[config.mk]
export PLATFORM = sky130hd
export DESIGN_NAME = seven_segment_mux_flat
export DESIGN_NICKNAME = d
export VERILOG_FILES = /design/src/rtl/seg_pkg.sv /design/src/rtl/seven_segment_mux_if.sv /design/src/rtl/seg_decode.sv /design/src/rtl/seven_segment_mux.sv /design/src/flat_wrapper.sv
export SDC_FILE = /design/constraint.sdc
export NUM_CORES = 1
export LEC_CHECK = 0
export CAP_MARGIN = 10
export CORE_ASPECT_RATIO = 1.5
export CORE_MARGIN = 2
export CORE_UTILIZATION = 62
export DETAILED_ROUTE_END_ITERATION = 8
export DONT_BUFFER_PORTS = 1
export GPL_ROUTABILITY_DRIVEN = 0
export HOLD_SLACK_MARGIN = 0.06
export PLACE_DENSITY = 0.79
export SLEW_MARGIN = 10
export SYNTH_ARGS = -nofsm -noshare
export SYNTH_HDL_FRONTEND = slang
export SYNTH_SLANG_ARGS = --single-unit
[constraint.sdc]
create_clock -name clk -period 5 [get_ports clk]
set_clock_uncertainty 0.2 [all_clocks]
set_input_delay 1 -clock clk [delete_from_list [all_inputs] [get_ports clk]]
set_output_delay 1 -clock clk [all_outputs]
set_load 0.1 [all_outputs]
[src/rtl/seg_pkg.sv]
// Shared types and constants for the multiplexed seven-segment display driver.
package seg_pkg;

  typedef enum logic [1:0] {
    S_IDLE  = 2'd0,
    S_BLANK = 2'd1,
    S_ON    = 2'd2
  } state_t;

  localparam int unsigned SEG_W = 7;

  // Active-low {g,f,e,d,c,b,a} glyphs for hex digits 0..F
  localparam logic [SEG_W-1:0] SEG_TABLE [16] = '{
    7'h40, 7'h79, 7'h24, 7'h30, 7'h19, 7'h12, 7'h02, 7'h78,
    7'h00, 7'h10, 7'h08, 7'h03, 7'h46, 7'h21, 7'h06, 7'h0E
  };

  // Clock cycles per digit slot for the requested frame refresh rate
  function automatic int unsigned digit_cycles(input int unsigned clk_per_ns,
                                               input int unsigned refr_hz,
                                               input int unsigned num_digits);
    return 32'(64'd1_000_000_000 /
               (64'(clk_per_ns) * 64'(refr_hz) * 64'(num_digits)));
  endfunction

endpackage

[src/rtl/seven_segment_mux_if.sv]
// Host-side data/control and display-side drive signals of the display driver.
interface seven_segment_mux_if #(
  parameter int unsigned NUM_DIGITS = 8,
  parameter int unsigned PWM_BITS   = 4
);
  logic [4*NUM_DIGITS-1:0] value_in;
  logic [NUM_DIGITS-1:0]   dp_in;
  logic [NUM_DIGITS-1:0]   digit_en;
  logic                    lz_blank;
  logic [PWM_BITS-1:0]     brightness;
  logic                    load;
  logic                    update_pending;
  logic                    frame_tick;
  logic [NUM_DIGITS-1:0]   anode;
  logic [7:0]              cathode;

  modport master (
    output value_in, dp_in, digit_en, lz_blank, brightness, load,
    input  update_pending, frame_tick, anode, cathode
  );

  modport slave (
    input  value_in, dp_in, digit_en, lz_blank, brightness, load,
    output update_pending, frame_tick, anode, cathode
  );
endinterface

[src/rtl/seg_decode.sv]
// Combinational hex nibble to active-low seven-segment pattern.
module seg_decode
  import seg_pkg::*;
(
  input  logic [3:0]       nibble,
  output logic [SEG_W-1:0] seg_c
);

  assign seg_c = SEG_TABLE[nibble];

endmodule

[src/rtl/seven_segment_mux.sv]
// Time-multiplexed seven-segment driver with per-slot dead time, PWM dimming,
// leading-zero blanking and frame-synchronous shadow update.
module seven_segment_mux
  import seg_pkg::*;
#(
  parameter int unsigned NUM_DIGITS   = 8,
  parameter int unsigned CLK_PER      = 10,
  parameter int unsigned REFR_RATE    = 1000,
  parameter int unsigned BLANK_CYCLES = 16,
  parameter int unsigned PWM_BITS     = 4
) (
  input  logic              clk,
  input  logic              reset,
  seven_segment_mux_if.slave bus
);

  localparam int unsigned DIGIT_CYCLES = digit_cycles(CLK_PER, REFR_RATE, NUM_DIGITS);
  localparam int unsigned ON_CYCLES    = DIGIT_CYCLES - BLANK_CYCLES;
  localparam int unsigned CNT_W        = $clog2(DIGIT_CYCLES);
  localparam int unsigned IDX_W        = (NUM_DIGITS > 1) ? $clog2(NUM_DIGITS) : 1;
  localparam int unsigned VAL_W        = 4 * NUM_DIGITS;

  if (NUM_DIGITS < 1 || NUM_DIGITS > 16 || BLANK_CYCLES == 0 ||
      DIGIT_CYCLES <= BLANK_CYCLES) begin : g_bad_cfg
    $error("seven_segment_mux: slot too short for dead time or bad digit count");
  end

  state_t                 state;
  logic [IDX_W-1:0]       idx;
  logic [CNT_W-1:0]       cnt;
  logic [PWM_BITS-1:0]    pwm_cnt;
  logic [VAL_W-1:0]       val_sh, val_st;
  logic [NUM_DIGITS-1:0]  dp_sh, dp_st, en_sh, en_st;
  logic                   update_pending;
  logic                   frame_tick;
  logic [NUM_DIGITS-1:0]  anode;
  logic [7:0]             cathode;

  logic [NUM_DIGITS-1:0]  vis_c;
  logic [3:0]             cur_nib_c;
  logic [SEG_W-1:0]       cur_seg_c;
  logic                   cur_vis_c;
  logic                   pwm_on_c;
  logic                   frame_start_c;
  logic [IDX_W-1:0]       idx_next_c;

  // A digit is hidden when disabled, or when it and everything above it is zero
  always_comb begin
    logic zero_above;
    zero_above = 1'b1;
    vis_c      = '0;
    for (int k = NUM_DIGITS - 1; k >= 0; k--) begin
      zero_above = zero_above && (val_sh[4*k +: 4] == 4'h0);
      vis_c[k]   = en_sh[k] && !(bus.lz_blank && zero_above && (k != 0));
    end
  end

  assign cur_nib_c     = val_sh[{idx, 2'b00} +: 4];
  assign cur_vis_c     = vis_c[idx];
  assign pwm_on_c      = (bus.brightness == '1) || (pwm_cnt < bus.brightness);
  assign frame_start_c = (state == S_BLANK) && (cnt == '0) && (idx == '0);
  assign idx_next_c    = (idx == IDX_W'(NUM_DIGITS - 1)) ? '0 : idx + 1'b1;

  seg_decode u_decode (
    .nibble (cur_nib_c),
    .seg_c  (cur_seg_c)
  );

  // Slot sequencer, shadow update and registered display drive
  always_ff @(posedge clk) begin
    if (!reset) begin
      state          <= S_IDLE;
      idx            <= '0;
      cnt            <= '0;
      pwm_cnt        <= '0;
      val_sh         <= '0;
      val_st         <= '0;
      dp_sh          <= '0;
      dp_st          <= '0;
      en_sh          <= '0;
      en_st          <= '0;
      update_pending <= 1'b0;
      frame_tick     <= 1'b0;
      anode          <= '1;
      cathode        <= '1;
    end else begin
      pwm_cnt <= pwm_cnt + 1'b1;
      unique case (state)
        S_IDLE: begin
          state <= S_BLANK;
          cnt   <= '0;
        end
        S_BLANK: begin
          if (cnt == CNT_W'(BLANK_CYCLES - 1)) begin
            state   <= S_ON;
            cnt     <= '0;
            pwm_cnt <= '0;
          end else begin
            cnt <= cnt + 1'b1;
          end
        end
        S_ON: begin
          if (cnt == CNT_W'(ON_CYCLES - 1)) begin
            state <= S_BLANK;
            cnt   <= '0;
            idx   <= idx_next_c;
          end else begin
            cnt <= cnt + 1'b1;
          end
        end
        default: state <= S_IDLE;
      endcase

      // Outputs trail the sequencer state by one cycle
      frame_tick <= frame_start_c;
      if (state == S_ON) begin
        anode   <= ~(NUM_DIGITS'(cur_vis_c && pwm_on_c) << idx);
        cathode <= {~(dp_sh[idx] && cur_vis_c), cur_seg_c};
      end else begin
        anode   <= '1;
        cathode <= '1;
      end

      if (frame_start_c && update_pending) begin
        val_sh <= val_st;
        dp_sh  <= dp_st;
        en_sh  <= en_st;
      end

      // A load on the capture edge is held over to the following frame
      if (bus.load) begin
        val_st         <= bus.value_in;
        dp_st          <= bus.dp_in;
        en_st          <= bus.digit_en;
        update_pending <= 1'b1;
      end else if (frame_start_c) begin
        update_pending <= 1'b0;
      end
    end
  end

  assign bus.anode          = anode;
  assign bus.cathode        = cathode;
  assign bus.frame_tick     = frame_tick;
  assign bus.update_pending = update_pending;

endmodule

[src/flat_wrapper.sv]
// flat-port wrapper written by rule: the top's interface ports become plain ports
module seven_segment_mux_flat import seg_pkg::*;
#(
  parameter int unsigned NUM_DIGITS   = 8,
  parameter int unsigned CLK_PER      = 10,
  parameter int unsigned REFR_RATE    = 1000,
  parameter int unsigned BLANK_CYCLES = 16,
  parameter int unsigned PWM_BITS     = 4
)
  (clk, reset, bus_value_in, bus_dp_in, bus_digit_en, bus_lz_blank, bus_brightness, bus_load, bus_update_pending, bus_frame_tick, bus_anode, bus_cathode);
  seven_segment_mux_if #(.NUM_DIGITS(NUM_DIGITS), .PWM_BITS(PWM_BITS)) bus_i ();
  input  logic clk;
  input  logic reset;
  input wire logic [$bits(bus_i.value_in)-1:0] bus_value_in;
  input wire logic [$bits(bus_i.dp_in)-1:0] bus_dp_in;
  input wire logic [$bits(bus_i.digit_en)-1:0] bus_digit_en;
  input wire logic [$bits(bus_i.lz_blank)-1:0] bus_lz_blank;
  input wire logic [$bits(bus_i.brightness)-1:0] bus_brightness;
  input wire logic [$bits(bus_i.load)-1:0] bus_load;
  output wire logic [$bits(bus_i.update_pending)-1:0] bus_update_pending;
  output wire logic [$bits(bus_i.frame_tick)-1:0] bus_frame_tick;
  output wire logic [$bits(bus_i.anode)-1:0] bus_anode;
  output wire logic [$bits(bus_i.cathode)-1:0] bus_cathode;
  assign bus_i.value_in = bus_value_in;
  assign bus_i.dp_in = bus_dp_in;
  assign bus_i.digit_en = bus_digit_en;
  assign bus_i.lz_blank = bus_lz_blank;
  assign bus_i.brightness = bus_brightness;
  assign bus_i.load = bus_load;
  assign bus_update_pending = bus_i.update_pending;
  assign bus_frame_tick = bus_i.frame_tick;
  assign bus_anode = bus_i.anode;
  assign bus_cathode = bus_i.cathode;
  seven_segment_mux #(.NUM_DIGITS(NUM_DIGITS), .CLK_PER(CLK_PER), .REFR_RATE(REFR_RATE), .BLANK_CYCLES(BLANK_CYCLES), .PWM_BITS(PWM_BITS)) u_core (.clk(clk), .reset(reset), .bus(bus_i));
endmodule
; Yosys cells after proc, flatten, opt, wreduce, memory -nomap -nowiden
; Memories as Yosys holds them, arrays and structs flattened. A register that Yosys moved wholly into a read port is not among the register bits.
; Cells that the tools add are included.
[word_totals]
reg_bits = 137
latch_bits = 0
ramBits = 0
rom_bits = 112
inputBits = 56
out_inout_bits = 18
word_cells = 100
n_memories = 1
[mem_list]
columns = name, words, width, read_ports, rd_ports_with_merged_regs, write_ports, line_no
row1 = (name not given), 16, 7, 1, 1, 0, seg_decode.sv:9  ; assign seg_c = SEG_TABLE[nibble];
[op_classes]
addsub = 3
multipliers = 0
n_div = 0
order_cmp = 3
eq_ne = 8
n_shift = 2
mux = 17
n_bitwise = 3
reduce_logical = 49
[op_table]
columns = cell, n
row1 = one-hot mux 14 bit (3 select lines), 1
row2 = indexed part select 32 x 6 -> 4 bit, 1
row3 = zero test 4 bit, 7
row4 = two-way mux 14 bit, 2
row5 = logical AND 1 bit, 25
row6 = adder 14 x 1 -> 14 bit (second input constant), 1
row7 = equality test 14 bit (second input constant), 1
row8 = equality test 14 x 4 -> 1 bit (second input constant), 1
row9 = zero test 14 bit, 1
row10 = two-way mux 7 bit, 2
row11 = zero test 1 bit, 8
row12 = two-way mux 4 bit, 2
row13 = inverter 8 bit, 1
row14 = << shifter 1 x 3 -> 8 bit, 1
row15 = binary-select mux 1 bit (select 3 bit), 2
row16 = one-hot mux 2 bit (3 select lines), 1
row17 = AND reduction 2 bit, 3
row18 = greater-or-equal comparator 5 bit (second input constant), 1
row19 = inverter 4 -> 5 bit, 1
row20 = adder 4 x 1 -> 4 bit (second input constant), 1
row21 = equality test 4 bit (second input constant), 1
row22 = less-than comparator 3 x 4 -> 1 bit (second input constant), 1
row23 = less-than comparator 4 bit, 1
row24 = two-way mux 1 bit, 4
row25 = other kinds (14), 15

; Logic depth before layout (Yosys ltp)
; Gate-level depths: netlist of run 1.
[depth]
depth_word = 15
depth_mapped = 11
ltp_nobuf = 7

; Hierarchy
; From an unflattened synthesis of run 1, not the netlist that was laid out.
[unflattened]
cells_unflattened = 632
hier_area_um2 = 5859.4
[modules_own_cells]
columns = mod, n_inst, cells_each, area_each_um2, seq_area_each_um2
row1 = seven_segment_mux, 1, 600, 5584.1, 2742.6
row2 = seg_decode, 1, 32, 275.3, 0.0

; Least setup slack after synthesis of run 1
; OpenSTA, ideal clock, no wires.
[synth_timing]
kind = register -> register
start = register u_core.idx[0]
end = register u_core.cathode[3] (netlist: u_core.bus.cathode[3])
arrival_ps = 2357
path_slack_ps = 2302
path_stages_with_launch = 9
n_path_buf = 2
synth_period_minus_slack_ps = 2698
path_cell_list = dfxtp_1 > buf_2 > buf_2 > mux4_2 > mux2i_1 > inv_1 > ha_1 > a2111oi_0 > a41oi_1
[synth_via]
elab_chain_len = 2
[synth_lines]
columns = item, line_no
row1 = start: declaration, seven_segment_mux.sv:29  ; logic [IDX_W-1:0] idx;
row2 = start signal: assignment, seven_segment_mux.sv:106  ; idx <= idx_next_c;
row3 = indexed part select 32 x 6 -> 4 bit, seven_segment_mux.sv:58  ; assign cur_nib_c = val_sh[{idx, 2'b00} +: 4];
row4 = inverter 4 -> 5 bit (not written as such), seg_decode.sv:9
row5 = end: declaration, seven_segment_mux.sv:37  ; logic [7:0] cathode;
; Every way passes these cells.
; A chain may end at the register's enable or synchronous reset.

; Worst setup path after layout of run 1
[layout_timing]
start = register u_core.idx[1]
end = register u_core.cathode[3] (netlist: u_core.bus.cathode[3])
; Same word-level chain as after synthesis.

==> run metrics, run 1 <==
status=finished clean; Avg WL per Cell=16.58 um; root buffer cell=clkbuf_16; height of the die=125.6 um; global-route wire length before repair=21.07 mm; ANT nets after route=0; Worst Setup EP=u_core.bus.cathode[3]; initial antenna violation count=0; Final Hold Vio Count=0; largest net degree at the start of global routing=110; dpl cell area=6096 um2; Power Total=2.488 mW; peak supply drop=0.0002837 V; area of the core=9634 um2; sw frac=21.72%; post-synth top area share=44.89%; Post-Synthesis Cells=646; Total GRT Usage=24.73%; commonest non-fill, non-tap cell in the layout=dfxtp_1; gr ovfl total=0; P_sw=0.5405 mW; Synth Flop Type=dfxtp_1; met2 routed WL=6.468 mm; row cnt=44; DRC viols=0; Synth Cell Area=6110 um2; Logic pwr share=6.0%; max layer used=met4; M1 WL=5.059 mm; min Tclk post-route=3143 ps; First DRT Iteration DRCs=276; unrepaired setup endpoints after global routing=no; 1st-pass router iterations=4; Reg2Reg Setup Slack=1860 ps; Slowest cell on crit path=dfxtp_1; final instance area=6638 um2; EDFF count, synth=0; most frequent cells in the layout=dfxtp_1, nand2_1, mux2i_1, nor2b_1; vias in the first global route=4408; Min Hold Slack=237.6 ps; Cell variety after synth=55; leading area contributor after synthesis=dfxtp_1; Worst setup EP type=flip-flop; max-slew violations=0; die area=10680 um2; Worst Tran Pin Value=1091 ps; Worst Path Required=5080 ps; H-tree depth=4; CTS max path bufs=2; Worst Hold Class=reg -> reg; Post-CTS Setup Inserts=0; sequential power share=47.3%; final setup fails=0; Worst Path Arrival=3220 ps; Max Freq=0.3182 GHz; Clk pin slew, worst setup/hold paths=60 ps; number of vias per cell=5.906; max cap viols=0; Initial Utilization=63.42%; period utilization=62.86%; relative slew slack=27.20%; # IOs=74; clk_lat worst skew=420 ps; CTS tree=yes; CTS Sinks=137; Synth warnings=0; largest fanout on the critical path=21; internal power=1.948 mW; Antenna diodes=0; Clk pwr share=46.7%; Crit Reg-Reg Endpoint=u_core.bus.cathode[3]; worst path cell trace=mux4_2 > mux2i_1 > inv_1 > ha_1 > a2111oi_0 > a41oi_1; critical setup path kind=reg -> reg; layout cell share with drive strength beyond 1=7.042%; number of gates resized after cts=0; Critical path origin=u_core.idx[1]; startpoint types=flip-flop; CTS Buf Count=17; final wirelength=12.50 mm; CTS Hold Bufs=0; max incr delay on CP=830 ps; fillers=738; setup TNS=0 ps; Synth async-reset ratio=0%; largest cells by area after synthesis=dfxtp_1, mux2i_1, nand2_1; P per Cell Area=374.8 nW/um2; metal3 WL=599 um; chip width=85.05 um; syn nets=721; via count=4453; Worst R2R Start=u_core.idx[1]; FF+latch count, synth=137; syn avg cell area=9.458 um2; hpwl dp=8.476 mm; worst-case reg-to-reg path depth=6; P_leak=2.513 nW; Area Overhead vs Synth=8.642%; I/O Buffers=0; Final Net Count=705; Seq/Total Area, Yosys=44.89%
[Yosys cell counts (5+ instances only)]
master    count
and3_1        6
dfxtp_1     137
o21ai_0       7
nor2b_1      53
xor2_1        7
inv_1        15
ha_1         19
nor2_1       29
nor4_1        7
mux2i_1      59
a21boi_1     21
buf_2         9
clkbuf_1     20
nand2_1     118
buf_1         5
mux2_2        6
xnor2_1       8
nor3_1        5
nand3_1      21
mux4_2        8
a21oi_1       6
a21boi_0     29
[per-stage QoR]
stage          util (%)  setup WS, ps  std cells
6_report          68.90          1857        754
5_1_grt           68.90          1641        754
4_1_cts           68.90          1930        754
3_5_place_dp      63.27          1954        726
3_3_place_gp      63.27          2125        726
2_1_floorplan         -          2302        646
[routing by layer]
layer,global-route usage (%),vias up
met4,10.64,0
met3,7.195,39
met1,29.48,2107
met5,0,-
met2,41.08,123
li1,-,2184
[how the worst min path moves through the flow]
stage | depth (start not counted) | from | to
finish | 1 | u_core.en_sh[0] | u_core.bus.anode[0]
global route | 1 | u_core.en_sh[0] | u_core.bus.anode[0]
CTS | 1 | u_core.en_sh[0] | u_core.bus.anode[0]
detailed placement | 1 | u_core.en_sh[0] | u_core.bus.anode[0]
global placement | 1 | u_core.en_sh[0] | u_core.bus.anode[0]
floorplan | 1 | u_core.en_sh[0] | u_core.bus.anode[0]
[power groups by stage]
stage | clock [mW] | combinational, mW | sequential, mW
after floorplan | 0 | 0.146 | 1.19
after global placement | 0 | 0.141 | 1.20
after detailed placement | 0 | 0.148 | 1.20
after CTS | 1.18 | 0.149 | 1.18
after global routing | 1.23 | 0.169 | 1.18
final | 1.16 | 0.149 | 1.18
[worst max-delay path, delay by kind of cell, from the launching register on]
kind / cells / cell delay (ps)
buffers and inverters: 1 / 190
muxes: 2 / 880
DFF: 1 / 830
AOI/OAI and AO/OA: 2 / 610
adders and majority gates: 1 / 300
[cell families after synthesis]
family	synth area share (%)
simple gates	20.99
flops	44.89
compound gates	10.49
mux	13.72
buf+inv	3.870
fa+ha+maj	3.891
xor+xnor	2.150
[registers in the layout, indices dropped and copies added, names as in the netlist]
name                       count
u_core.val_st                 32
u_core.cnt                    14
u_core.state                   2
u_core.val_sh                 32
u_core.bus.frame_tick          1
u_core.bus.anode               8
u_core.dp_sh                   8
u_core.bus.cathode             8
u_core.idx                     3
u_core.dp_st                   8
u_core.en_st                   8
u_core.pwm_cnt                 4
u_core.en_sh                   8
u_core.bus.update_pending      1
[layout make-up]
type	count	area (um2)	area share (%)
tap	115	143.9	2.168
sequential	137	2743	41.32
clock buffer	24	471.7	7.106
timing repair buffer	3	22.52	0.3393
inverter	15	56.30	0.8483
clock inverter	4	70.07	1.056
multi-input combinational	456	3131	47.16
No activity file was read; power rests on OpenSTA's default activity.
==> run 2: changes to the inputs <==
Clock period 5 ns to 3.05 ns, I/O delays scaled along.
==> run metrics, run 2 (synthesis results as in run 1) <==
status=finished clean (unchanged); Non-Filler Instances=763 (was 754); period utilization=91.18% (was 62.86%); number of vias per cell=5.941 (was 5.906); Worst setup EP type=flip-flop (unchanged); Setup WS pre-CTS=263.8 ps (was 1954 ps); H-tree depth=4 (unchanged); Clk pin slew, worst setup/hold paths=60 ps (about the same); CTS tree=yes (unchanged); Worst R2R Start=u_core.idx[0] (was u_core.idx[1]); commonest non-fill, non-tap cell in the layout=dfxtp_1 (unchanged); Power Total=4.352 mW (was 2.488 mW); die area=10680 um2 (unchanged); largest net degree at the start of global routing=110 (unchanged); P_leak=2.585 nW (was 2.513 nW); most frequent cells in the layout=dfxtp_1, nand2_1, mux2i_1, nor2b_1 (unchanged); area of the core=9634 um2 (unchanged); top flop regs=u_core.val_sh (32), u_core.val_st (32), u_core.cnt (14) (unchanged); height of the die=125.6 um (unchanged); placed cells=731 (was 726); setup TNS=0 ps (unchanged); Avg WL per Cell=16.62 um (was 16.58 um); Worst Tran Pin Value=943.1 ps (was 1091 ps); Post-CTS Setup Inserts=0 (unchanged); First DRT Iteration DRCs=286 (was 276); Min Hold Slack=128.4 ps (was 237.6 ps); root buffer cell=clkbuf_16 (unchanged); internal power=3.373 mW (was 1.948 mW); Worst Hold Class=in -> reg (was reg -> reg); peak supply drop=0.0004538 V (was 0.0002837 V); P_sw=0.9788 mW (was 0.5405 mW); 1st-pass router iterations=4 (unchanged); via count=4533 (was 4453); worst-case reg-to-reg path depth=7 (was 6); startpoint types=flip-flop (unchanged); Worst Setup EP=u_core.bus.cathode[3] (unchanged); largest fanout on the critical path=12 (was 21); I/O Buffers=0 (unchanged); fillers=713 (was 738); sequential power share=44.1% (was 47.3%); CTS max path bufs=2 (unchanged); storage element area=2743 um2 (unchanged); Crit Reg-Reg Endpoint=u_core.bus.cathode[3] (unchanged); row cnt=44 (unchanged); final setup fails=0 (unchanged); chip width=85.05 um (unchanged); initial antenna violation count=0 (unchanged); layout cell share with drive strength beyond 1=9.259% (was 7.042%); critical setup path kind=reg -> reg (unchanged); ANT nets after route=0 (unchanged); Multi-input gate area=3137 um2 (was 3131 um2); Final Hold Vio Count=0 (unchanged); Reg2Reg Setup Slack=270 ps (was 1860 ps); global-route wire length before repair=21.11 mm (was 21.07 mm); DRC viols=0 (unchanged); Final Net Count=710 (was 705); min Tclk post-route=2781 ps (was 3143 ps); dpl cell area=6146 um2 (was 6096 um2); unrepaired setup endpoints after global routing=no (unchanged); sw frac=22.49% (was 21.72%); Antenna diodes=0 (unchanged); utilization after layout=70.43% (was 68.90%); Critical path origin=u_core.idx[0] (was u_core.idx[1]); final wirelength=12.68 mm (was 12.50 mm); Initial Utilization=63.42% (unchanged); Max Freq=0.3596 GHz (was 0.3182 GHz); hpwl dp=8.680 mm (was 8.476 mm); vias in the first global route=4469 (was 4408); Worst Slack Setup Final=269.1 ps (was 1857 ps); Total GRT Usage=24.78% (was 24.73%); Logic pwr share=6.2% (was 6.0%); CTS Buf Count=17 (unchanged); gr ovfl total=0 (unchanged); relative slew slack=37.04% (was 27.20%); Worst Path Required=3120 ps (was 5080 ps); Area Overhead vs Synth=11.06% (was 8.642%); clk_lat worst skew=420 ps (about the same); Clk pwr share=49.8% (was 46.7%); Worst Path Arrival=2850 ps (was 3220 ps); # IOs=74 (unchanged); max-slew violations=0 (unchanged); final instance area=6785 um2 (was 6638 um2); CTS Sinks=137 (unchanged); P per Cell Area=641.4 nW/um2 (was 374.8 nW/um2); max cap viols=0 (unchanged)
run 2: cell count changes in the layout (fill, tap and decap cells not counted), sizes merged:
cell / previous run / this run
buf: 3 / 8
inv: 15 / 19
clkinv: 2 / 4
clkbuf: 24 / 18
clkinvlp: 0 / 2
bufinv: 2 / 4
run 2: how the worst min path moves through the flow:
stage | endpoint | startpoint | depth (start not counted)
2_1_floorplan | u_core.bus.anode[0] | u_core.en_sh[0] | 1
3_3_place_gp | u_core.bus.anode[0] | u_core.en_sh[0] | 1
3_5_place_dp | u_core.bus.anode[0] | u_core.en_sh[0] | 1
4_1_cts | u_core.val_st[1] | reset | 1
5_1_grt | u_core.en_st[5] | reset | 1
6_report | u_core.val_st[1] | reset | 1
run 2: layer usage:
metal | share of wire (%) | GRT usage, % | up-vias
li1 | - | - | 2193
met1 | 40 | 29.41 | 2181
met2 | 53 | 42.05 | 125
met3 | 4.5 | 5.875 | 34
met4 | 3.0 | 11.02 | 0
met5 | 0 | 0 | -
run 2: critical path: stages, from the launching register on:
cell       delay, ps
dfxtp_1          680
mux4_2           580
mux2_2           340
inv_1            150
ha_1             160
a21oi_1           40
a2111oi_0        390
a41oi_1           90
run 2: area by class of cell:
type                    instances  share of cell area (%)
clock inverters                14                   2.858
inverters                      15                  0.8298
multi-input cells             456                   46.23
well taps                     115                   2.121
flip-flops and latches        137                   40.42
repair buffers                  8                   1.070
clock buffers                  18                   6.472
run 2: repair_timing:
item / 4_1_cts / 5_1_grt
gates resized for setup: 0 / 1
endpoints found under the setup margin: 0 / 1
hold buffers: 0 / 0
run 2: power by group through the flow:
stage,clock network [mW],logic (mW),registers [mW]
global placement,0,0.250,1.95
detailed placement,0,0.263,1.96
CTS,2.20,0.268,1.92
floorplan,0,0.240,1.95
finish,2.17,0.269,1.92
global route,2.28,0.300,1.92
==> run 3: changes to the inputs <==
Settings changed: CTS_CLUSTER_SIZE set to 14.
==> results of run 3 <==
The final DEF is identical to that of run 2; final timing and power are the same.
